--- config.mk ---
export PLATFORM = sky130hd
export DESIGN_NAME = stopwatch_counter
export DESIGN_NICKNAME = d
export VERILOG_FILES = /design/src/rtl/stopwatch_counter.sv
export SDC_FILE = /design/constraint.sdc
export NUM_CORES = 1
export LEC_CHECK = 0
export CAP_MARGIN = 20
export CORE_ASPECT_RATIO = 0.9
export CORE_MARGIN = 1
export CORE_UTILIZATION = 30
export CTS_BUF_LIST = sky130_fd_sc_hd__clkbuf_16
export CTS_CLUSTER_DIAMETER = 60
export DETAILED_ROUTE_END_ITERATION = 10
export PLACE_DENSITY = 0.51
export REMOVE_ABC_BUFFERS = 1
export SYNTH_ARGS = -nofsm -noshare
export SYNTH_HDL_FRONTEND = slang
export SYNTH_SLANG_ARGS = --single-unit
--- constraint.sdc ---
create_clock -name clk -period 3.8 [get_ports clk]
set_clock_uncertainty 0.2 [all_clocks]
set_input_delay 1.14 -clock clk [delete_from_list [all_inputs] [get_ports clk]]
set_output_delay 1.14 -clock clk [all_outputs]
set_load 0.01 [all_outputs]
--- src/rtl/stopwatch_counter.sv ---
// ---------------------------------------------------------------------------
// stopwatch_counter
// Packed-BCD MM:SS stopwatch. It counts up or down once per 1 Hz tick and
// halts at the terminal value for the current direction. A preset can be
// loaded, and a BCD minute offset can be added through a two-cycle sequence.
//
// State table
//   state | meaning
//   IDLE  | paused, ticks ignored, run=1 starts counting
//   RUN   | stepping one second per tick
//   HALT  | terminal reached, frozen until load or add
//   ADD1  | minute ones += offset ones (BCD carry latched)
//   ADD2  | minute tens += offset tens + carry, saturate to MIN_MAX
//
// Ports
//   clk         system clock, rising edge
//   Sreset      asynchronous active-high reset
//   tick        1 Hz step strobe (one clk wide)
//   run         level: 1 = count, 0 = pause
//   reverse     level: 0 = up, 1 = down
//   load        strobe: load load_value
//   load_value  {min_tens, min_ones, sec_tens, sec_ones} BCD
//   add_req     strobe: add add_min to minutes
//   add_min     BCD minutes {tens, ones}
//   time_bcd    current time, same packing as load_value
//   running     1 while in RUN
//   done        one-cycle pulse on HALT entry
//   add_busy    1 during ADD1/ADD2
//   load_err    one-cycle pulse on a rejected load
// ---------------------------------------------------------------------------
module stopwatch_counter #(
    parameter logic [7:0] MIN_MAX = 8'h59,
    parameter logic [7:0] SEC_MAX = 8'h59
) (
    input  logic        clk,
    input  logic        Sreset,
    input  logic        tick,
    input  logic        run,
    input  logic        reverse,
    input  logic        load,
    input  logic [15:0] load_value,
    input  logic        add_req,
    input  logic [7:0]  add_min,
    output logic [15:0] time_bcd,
    output logic        running,
    output logic        done,
    output logic        add_busy,
    output logic        load_err
);

    localparam logic [2:0] S_IDLE = 3'd0;
    localparam logic [2:0] S_RUN  = 3'd1;
    localparam logic [2:0] S_HALT = 3'd2;
    localparam logic [2:0] S_ADD1 = 3'd3;
    localparam logic [2:0] S_ADD2 = 3'd4;

    logic [2:0]  r_state;
    logic [2:0]  r_ret;
    logic [15:0] r_time;
    logic [7:0]  r_add_min;
    logic        r_carry;
    logic        r_pend;
    logic        r_done;
    logic        r_load_err;

    logic        w_load_ok;
    logic [15:0] w_up;
    logic [15:0] w_dn;
    logic [15:0] w_term;
    logic [15:0] w_stepped;
    logic        w_tick_eff;
    logic [4:0]  w_ones_sum;
    logic [3:0]  w_ones_new;
    logic        w_ones_carry;
    logic [4:0]  w_tens_sum;
    logic        w_sat;
    logic [7:0]  w_min_new;

    assign w_load_ok = (load_value[15:12] <= 4'd9) && (load_value[11:8] <= 4'd9) &&
                       (load_value[7:4]   <= 4'd5) && (load_value[3:0]  <= 4'd9) &&
                       (load_value[15:8] <= MIN_MAX) && (load_value[7:0] <= SEC_MAX);

    // one-second increment with seconds wrap 59->00 and minute carry
    always_comb begin
        w_up = r_time;
        if (r_time[3:0] != 4'd9) begin
            w_up[3:0] = r_time[3:0] + 4'd1;
        end else if (r_time[7:4] != 4'd5) begin
            w_up[7:4] = r_time[7:4] + 4'd1;
            w_up[3:0] = 4'd0;
        end else begin
            w_up[7:0] = 8'h00;
            if (r_time[11:8] != 4'd9) begin
                w_up[11:8] = r_time[11:8] + 4'd1;
            end else begin
                w_up[15:12] = r_time[15:12] + 4'd1;
                w_up[11:8]  = 4'd0;
            end
        end
    end

    // one-second decrement with seconds wrap 00->59 and minute borrow
    always_comb begin
        w_dn = r_time;
        if (r_time[3:0] != 4'd0) begin
            w_dn[3:0] = r_time[3:0] - 4'd1;
        end else if (r_time[7:4] != 4'd0) begin
            w_dn[7:4] = r_time[7:4] - 4'd1;
            w_dn[3:0] = 4'd9;
        end else begin
            w_dn[7:0] = 8'h59;
            if (r_time[11:8] != 4'd0) begin
                w_dn[11:8] = r_time[11:8] - 4'd1;
            end else begin
                w_dn[15:12] = r_time[15:12] - 4'd1;
                w_dn[11:8]  = 4'd9;
            end
        end
    end

    assign w_term     = reverse ? 16'h0000 : {MIN_MAX, SEC_MAX};
    assign w_stepped  = reverse ? w_dn : w_up;
    // r_pend can only be set here on the first cycle back in RUN after an add
    assign w_tick_eff = tick | r_pend;

    always_comb begin
        w_ones_sum   = {1'b0, r_time[11:8]} + {1'b0, r_add_min[3:0]};
        w_ones_carry = 1'b0;
        w_ones_new   = w_ones_sum[3:0];
        if (w_ones_sum > 5'd9) begin
            w_ones_carry = 1'b1;
            w_ones_new   = 4'(w_ones_sum - 5'd10);
        end
    end

    // any non-BCD offset digit or a tens overflow forces saturation
    assign w_tens_sum = {1'b0, r_time[15:12]} + {1'b0, r_add_min[7:4]} + {4'd0, r_carry};
    assign w_sat      = (r_add_min[7:4] > 4'd9) || (r_add_min[3:0] > 4'd9) ||
                        (w_tens_sum > 5'd9) || ({w_tens_sum[3:0], r_time[11:8]} > MIN_MAX);
    assign w_min_new  = w_sat ? MIN_MAX : {w_tens_sum[3:0], r_time[11:8]};

    always_ff @(posedge clk or posedge Sreset) begin
        if (Sreset) begin
            r_state    <= S_IDLE;
            r_ret      <= S_IDLE;
            r_time     <= 16'h0000;
            r_add_min  <= 8'h00;
            r_carry    <= 1'b0;
            r_pend     <= 1'b0;
            r_done     <= 1'b0;
            r_load_err <= 1'b0;
        end else begin
            r_done     <= 1'b0;
            r_load_err <= 1'b0;
            case (r_state)
                S_ADD1: begin
                    if (tick) r_pend <= 1'b1;
                    r_time[11:8] <= w_ones_new;
                    r_carry      <= w_ones_carry;
                    r_state      <= S_ADD2;
                end
                S_ADD2: begin
                    r_time[15:8] <= w_min_new;
                    r_state      <= (r_ret == S_HALT) ? S_IDLE : r_ret;
                    // a tick caught during the add survives only into RUN
                    r_pend       <= (r_pend | tick) && (r_ret == S_RUN);
                end
                default: begin
                    r_pend <= 1'b0;
                    if (load) begin
                        if (w_load_ok) begin
                            r_time  <= load_value;
                            r_state <= S_IDLE;
                        end else begin
                            r_load_err <= 1'b1;
                        end
                    end else if (add_req) begin
                        r_add_min <= add_min;
                        r_ret     <= r_state;
                        r_carry   <= 1'b0;
                        r_state   <= S_ADD1;
                    end else begin
                        case (r_state)
                            S_IDLE: begin
                                if (run) r_state <= S_RUN;
                            end
                            S_RUN: begin
                                if (!run) begin
                                    r_state <= S_IDLE;
                                end else if (w_tick_eff) begin
                                    if (r_time == w_term) begin
                                        r_state <= S_HALT;
                                        r_done  <= 1'b1;
                                    end else begin
                                        r_time <= w_stepped;
                                        if (w_stepped == w_term) begin
                                            r_state <= S_HALT;
                                            r_done  <= 1'b1;
                                        end
                                    end
                                end
                            end
                            S_HALT: begin
                            end
                            default: r_state <= S_IDLE;
                        endcase
                    end
                end
            endcase
        end
    end

    assign time_bcd = r_time;
    assign running  = (r_state == S_RUN);
    assign add_busy = (r_state == S_ADD1) || (r_state == S_ADD2);
    assign done     = r_done;
    assign load_err = r_load_err;

endmodule

Word-level counts from Yosys, hierarchy flattened --
Cells that the tools add are included.
Storage, ports and cells: word-level logic and storage cells 149, output and inout bits 20, register bits after elaboration 34, input port bits 31
Operators by class: $add $sub $neg 12, equal/unequal tests 27, magnitude comparators 11, bitwise gates (word level) 5, reductions and logical operators 31, mux-type cells 53
Operator list (count):
- 16-bit two-way mux | 8
- 8-bit two-way mux | 5
- 16-bit by 15-bit equality test with 1-bit output | 2
- 4-bit two-way mux | 7
- 3-bit two-way mux | 9
- 12-bit two-way mux | 2
- 4-bit nonzero test | 6
- 7-bit AND reduction | 3
- 4-bit by 1-bit adder with 4-bit output (second input constant) | 4
- 8-bit by 7-bit less-or-equal comparator with 1-bit output (second input constant) | 2
- 4-bit case mux with 2 select lines | 2
- 4-bit by 1-bit subtractor with 4-bit output (second input constant) | 4
- 1-bit two-way mux | 15
- 15-bit two-way mux | 1
- 4-bit less-or-equal comparator (second input constant) | 3
- 4-bit by 4-bit adder with 5-bit output | 2
- 5-bit by 4-bit greater-than comparator with 1-bit output (second input constant) | 2
- 3-bit by 2-bit equality test with 1-bit output (second input constant) | 3
- 3-bit case mux with 3 select lines | 1
- 3-bit nonzero test | 3
- 4-bit greater-than comparator (second input constant) | 2
- 8-bit by 7-bit greater-than comparator with 1-bit output (second input constant) | 1
- 2-bit != test (second input constant) | 4
- 4-bit by 2-bit != test with 1-bit output (second input constant) | 2
- 26 further kinds | 46

Longest topological paths before layout --
depth in word-level cells 14, depth in mapped cells 11, gate-level depth less buffers 11

Worst setup path before layout --
OpenSTA, ideal clock, no wires.
path type input to register, start point in reverse, end point reg r_time[0] (netlist: time_bcd[0]), slack 0.509 ns, library setup time 0.135 ns, cell stages on the path 7, path buffers 1, data required time 3.465 ns, data arrival time 2.956 ns, cells stage by stage or4b_1 -> o22a_1 -> o31ai_2 -> o22ai_1 -> nand2_1 -> clkbuf_1 -> o21ai_0
Between the ends: cells in the longest elaborated chain, start to end 7, elaborated cells on any way between the ends 11, classes of those cells eq/ne: 2; mux: 8; reduce/logical: 1
RTL lines:
- start, declared | RTL line 39 | input logic reverse,
- 16-bit two-way mux | RTL line 122 | assign w_stepped = reverse ? w_dn : w_up;
- 16-bit two-way mux | RTL line 191 | if (r_time == w_term) begin
- 16-bit two-way mux | RTL line 190 | end else if (w_tick_eff) begin
- 16-bit two-way mux | RTL line 188 | if (!run) begin
- 16-bit two-way mux | RTL line 183 | case (r_state)
- 16-bit two-way mux | RTL line 177 | end else if (add_req) begin
- 16-bit two-way mux | RTL line 170 | if (load) begin
- end signal, assigned | RTL line 172 | r_time <= load_value;
- end signal, assigned | RTL line 195 | r_time <= w_stepped;
- end, declared | RTL line 59 | logic [15:0] r_time;
Parallel ways exist; a longest one is shown, timed or not. The select of a mux whose other input is x is not followed. A chain may end at the register's enable or synchronous reset.

Worst setup path after layout --
start point in reverse, end point reg r_state[0]
Between the ends: cells in the longest elaborated chain, start to end 9, elaborated cells on any way between the ends 13, classes of those cells eq/ne: 3; mux: 9; reduce/logical: 1
RTL lines:
- 15-bit two-way mux | RTL line 121 | assign w_term = reverse ? 16'h0000 : {MIN_MAX, SEC_MAX};
- 16-bit by 15-bit equality test with 1-bit output | RTL line 191
- 3-bit two-way mux | RTL line 191
- 3-bit two-way mux | RTL line 190
- 3-bit two-way mux | RTL line 188
- 3-bit case mux with 3 select lines | RTL line 183
- 3-bit two-way mux | RTL line 177
- 3-bit two-way mux | RTL line 170
- 3-bit case mux with 2 select lines | RTL line 155 | case (r_state)
- end signal, assigned | RTL line 164 | r_state <= (r_ret == S_HALT) ? S_IDLE : r_ret;
- end, declared | RTL line 57 | logic [2:0] r_state;
Parallel ways exist; a longest one is shown, timed or not. The select of a mux whose other input is x is not followed.

==> results.toml <==
[status]
status = "finished clean"

[global_routing]
gr-total-overflow = 0
grt_use_met3_pct = 3.17
grt_pass1_wl_um = 16100
antenna_found_initial = 0
grt_pass1_vias = 2951
grt_max_degree = 35
use_met2_pct = 26.4
grt_usage_pct = 19.4
grtUsageMet1_pct = 31.7
busiest_layer = "met1"

[timing]
max_freq_ghz = 0.274
hold_violations = 0
slew-limit-headroom_pct = 57.7
slew_violations = 0
fin_crit_ns = 3.65
setup_viol = 0
fin_tns_setup_ns = 0
post-route-period-util_pct = 96.0
tightest_slew_ns = 0.626
rsz0062_at_grt = "no"

[die]
design.die.area_mm2 = 0.0108
core-area_mm2 = 0.00987
rows = 34
fp.dieW_um = 109
io_pins = 51
die_h_um = 98.7
initial_core_util_pct = 31.6

[yosys]
synth_area_mm2 = 0.00312
synthArstFlopShare_pct = 100
synthDistinctLibCells = 61
synth_edf_count = 0
synthTopCellsByArea = "dfrtp_1 27%, mux2_2 5.8%, ha_1 5.6%"
synth_cells = 382
ys.warnings.count = 0
ys_ff_latch = 34
yosysTopAreaCell = "dfrtp_1"
synth.avg_cell_area_um2 = 8.16
ys_seq_area_share_pct = 27.3
synth_ff_type = "dfrtp_1"
yosysTopAreaCellShare_pct = 27.3

[worst_setup_path]
critPathRequiredTime_ns = 3.76
worstPathMaxFanout = 3
crit_path_end_kind = "flop"
crit_arrival_ns = 3.60
critPathLaunchType = "primary input"
path_class = "primary input to flop"

[clock_tree]
clk_pin_slew_ns = 0.06
clk_latency_ns = 0.28
cts_sinks = 34
numCtsBuffers = 5
cts_setup_buffers = 0
holdBufCountCts = 0
root_buffer = "clkbuf_16"
cts_max_level = 2
tritoncts = "built"
ctsResizeCount = 0
clockBufferDepth = 2

[min_path]
hold_class = "flop to flop"

[power]
seq_power_share_pct = 23.0
pwr-share-clk_pct = 11.9
vdd_drop_max_uv = 372
switching_share_pct = 45.7
intPower_uw = 1780
p_leak_uw = 0.00172
switching_power_uw = 1500
powerDensity_mw_per_mm2 = 801
pwr-share-comb_pct = 65.1

[cells_and_area]
drive_gt1_share_pct = 14.9
antennaDiodeCount = 0
final_cell_mix = "50 x clkdlybuf4s50_1, 39 x nand2_1, 37 x nor2_1, 37 x buf_4, 34 x dfrtp_1"
final_nets = 498
fill_cells = 1067
multiInputGateArea_mm2 = 0.00211
finish.instance_area_mm2 = 0.00409
area_growth_pct = 31.0
layout_commonest_cell = "clkdlybuf4s50_1"
regArea_um2 = 851

[routing]
drt_iter0_markers = 267
drtAntennaViolNets = 0
drc = 0
via_per_inst = 5.48
first_pass_iters = 5
route.vias.total = 3164
finalWirelength_um = 9950
wl_per_cell_um = 17.2

[place]
dp_hpwl_um = 7620
globalplace.congestion = 0.912
io_buffers = 50
placed_cell_area_mm2 = 0.00395

[job]
maxCapViolCount = 0
final timing paths:
kind                            cells past startpoint          from  slack [ns]      endpoint
worst max-delay path                                9       reverse        0.15    r_state[0]
worst min-delay path                                1  r_add_min[0]        0.32  r_add_min[0]
worst max register to register                     10   time_bcd[8]        0.24    r_state[0]
worst min register to register                      1  r_add_min[0]        0.32  r_add_min[0]
max in group asynchronous                           3        Sreset        1.99   time_bcd[2]
min in group asynchronous                           3        Sreset        1.08    r_state[2]
sequential cells by signal, indices dropped and copies added, names as in the netlist:
signal and count:
time_bcd 16, r_add_min 8, r_ret 3, r_state 3
done 1, load_err 1, r_carry 1, r_pend 1
through the flow:
stage | worst slack, ns | hold slack, ns | power [µW] | std cells | util [%]
CTS | 0.169 | 0.315 | 3260 | 577 | 41.4
detailed placement | -0.113 | 0.301 | 2850 | 569 | 40.0
global placement | -0.0370 | 0.297 | 2840 | 569 | 40.0
finish | 0.153 | 0.317 | 3270 | 577 | 41.4
floorplan | 0.501 | 0.285 | 2060 | 356 | -
global route | 0.0112 | 0.354 | 3560 | 577 | 41.4
layer usage:
| layer | wire [µm] | share of wire [%] |
|---|---|---|
| met1 | 5060 | 51 |
| met2 | 4290 | 43 |
| met3 | 575 | 5.8 |
| met4 | 28 | 0.28 |
| met5 | 0 | 0 |
kinds of logic after synthesis:
kind of cell,synth area share [%]
AO/OA/AOI/OAI,20.9
buffers and inverters,5.10
adder cells (fa/ha/maj),7.54
flip-flops,27.3
XOR/XNOR,3.65
multiplexers,9.63
AND/OR/NAND/NOR,25.9
critical path: stages:
cell and delay, ns:
clkdlybuf4s50_1 0.48, or4b_1 0.50, a21boi_0 0.31, nor2b_1 0.08
nor4_1 0.30, nand2_1 0.07, and4b_4 0.37, o21ai_2 0.06
mux2_4 0.30
cell type report:
class | instances | share of cell area, %
multi-input cells | 308 | 51.6
inverters | 14 | 1.29
clock buffers | 5 | 3.06
clock inverters | 3 | 0.306
repair buffers | 87 | 19.1
flip-flops and latches | 34 | 20.8
well taps | 126 | 3.86
power by group through the flow:
stage | sequential [µW] | combinational [µW] | clock, µW
after global routing | 783 | 2350 | 423
after CTS | 750 | 2110 | 399
after floorplan | 782 | 1280 | 0
final | 752 | 2130 | 391
after detailed placement | 754 | 2100 | 0
after global placement | 755 | 2090 | 0
cells in the mapped netlist (all sizes together), types with 6 or more instances:
| cell | number |
|---|---|
| a211oi | 7 |
| a21oi | 18 |
| clkbuf | 22 |
| dfrtp | 34 |
| ha | 14 |
| inv | 14 |
| mux2 | 18 |
| mux2i | 9 |
| nand2 | 39 |
| nand2b | 7 |
| nand3 | 9 |
| nand3b | 6 |
| nand4 | 6 |
| nor2 | 37 |
| nor2b | 6 |
| nor3 | 9 |
| nor4 | 8 |
| o21ai | 28 |
| xnor2 | 8 |
No activity file was read; power rests on OpenSTA's default activity.
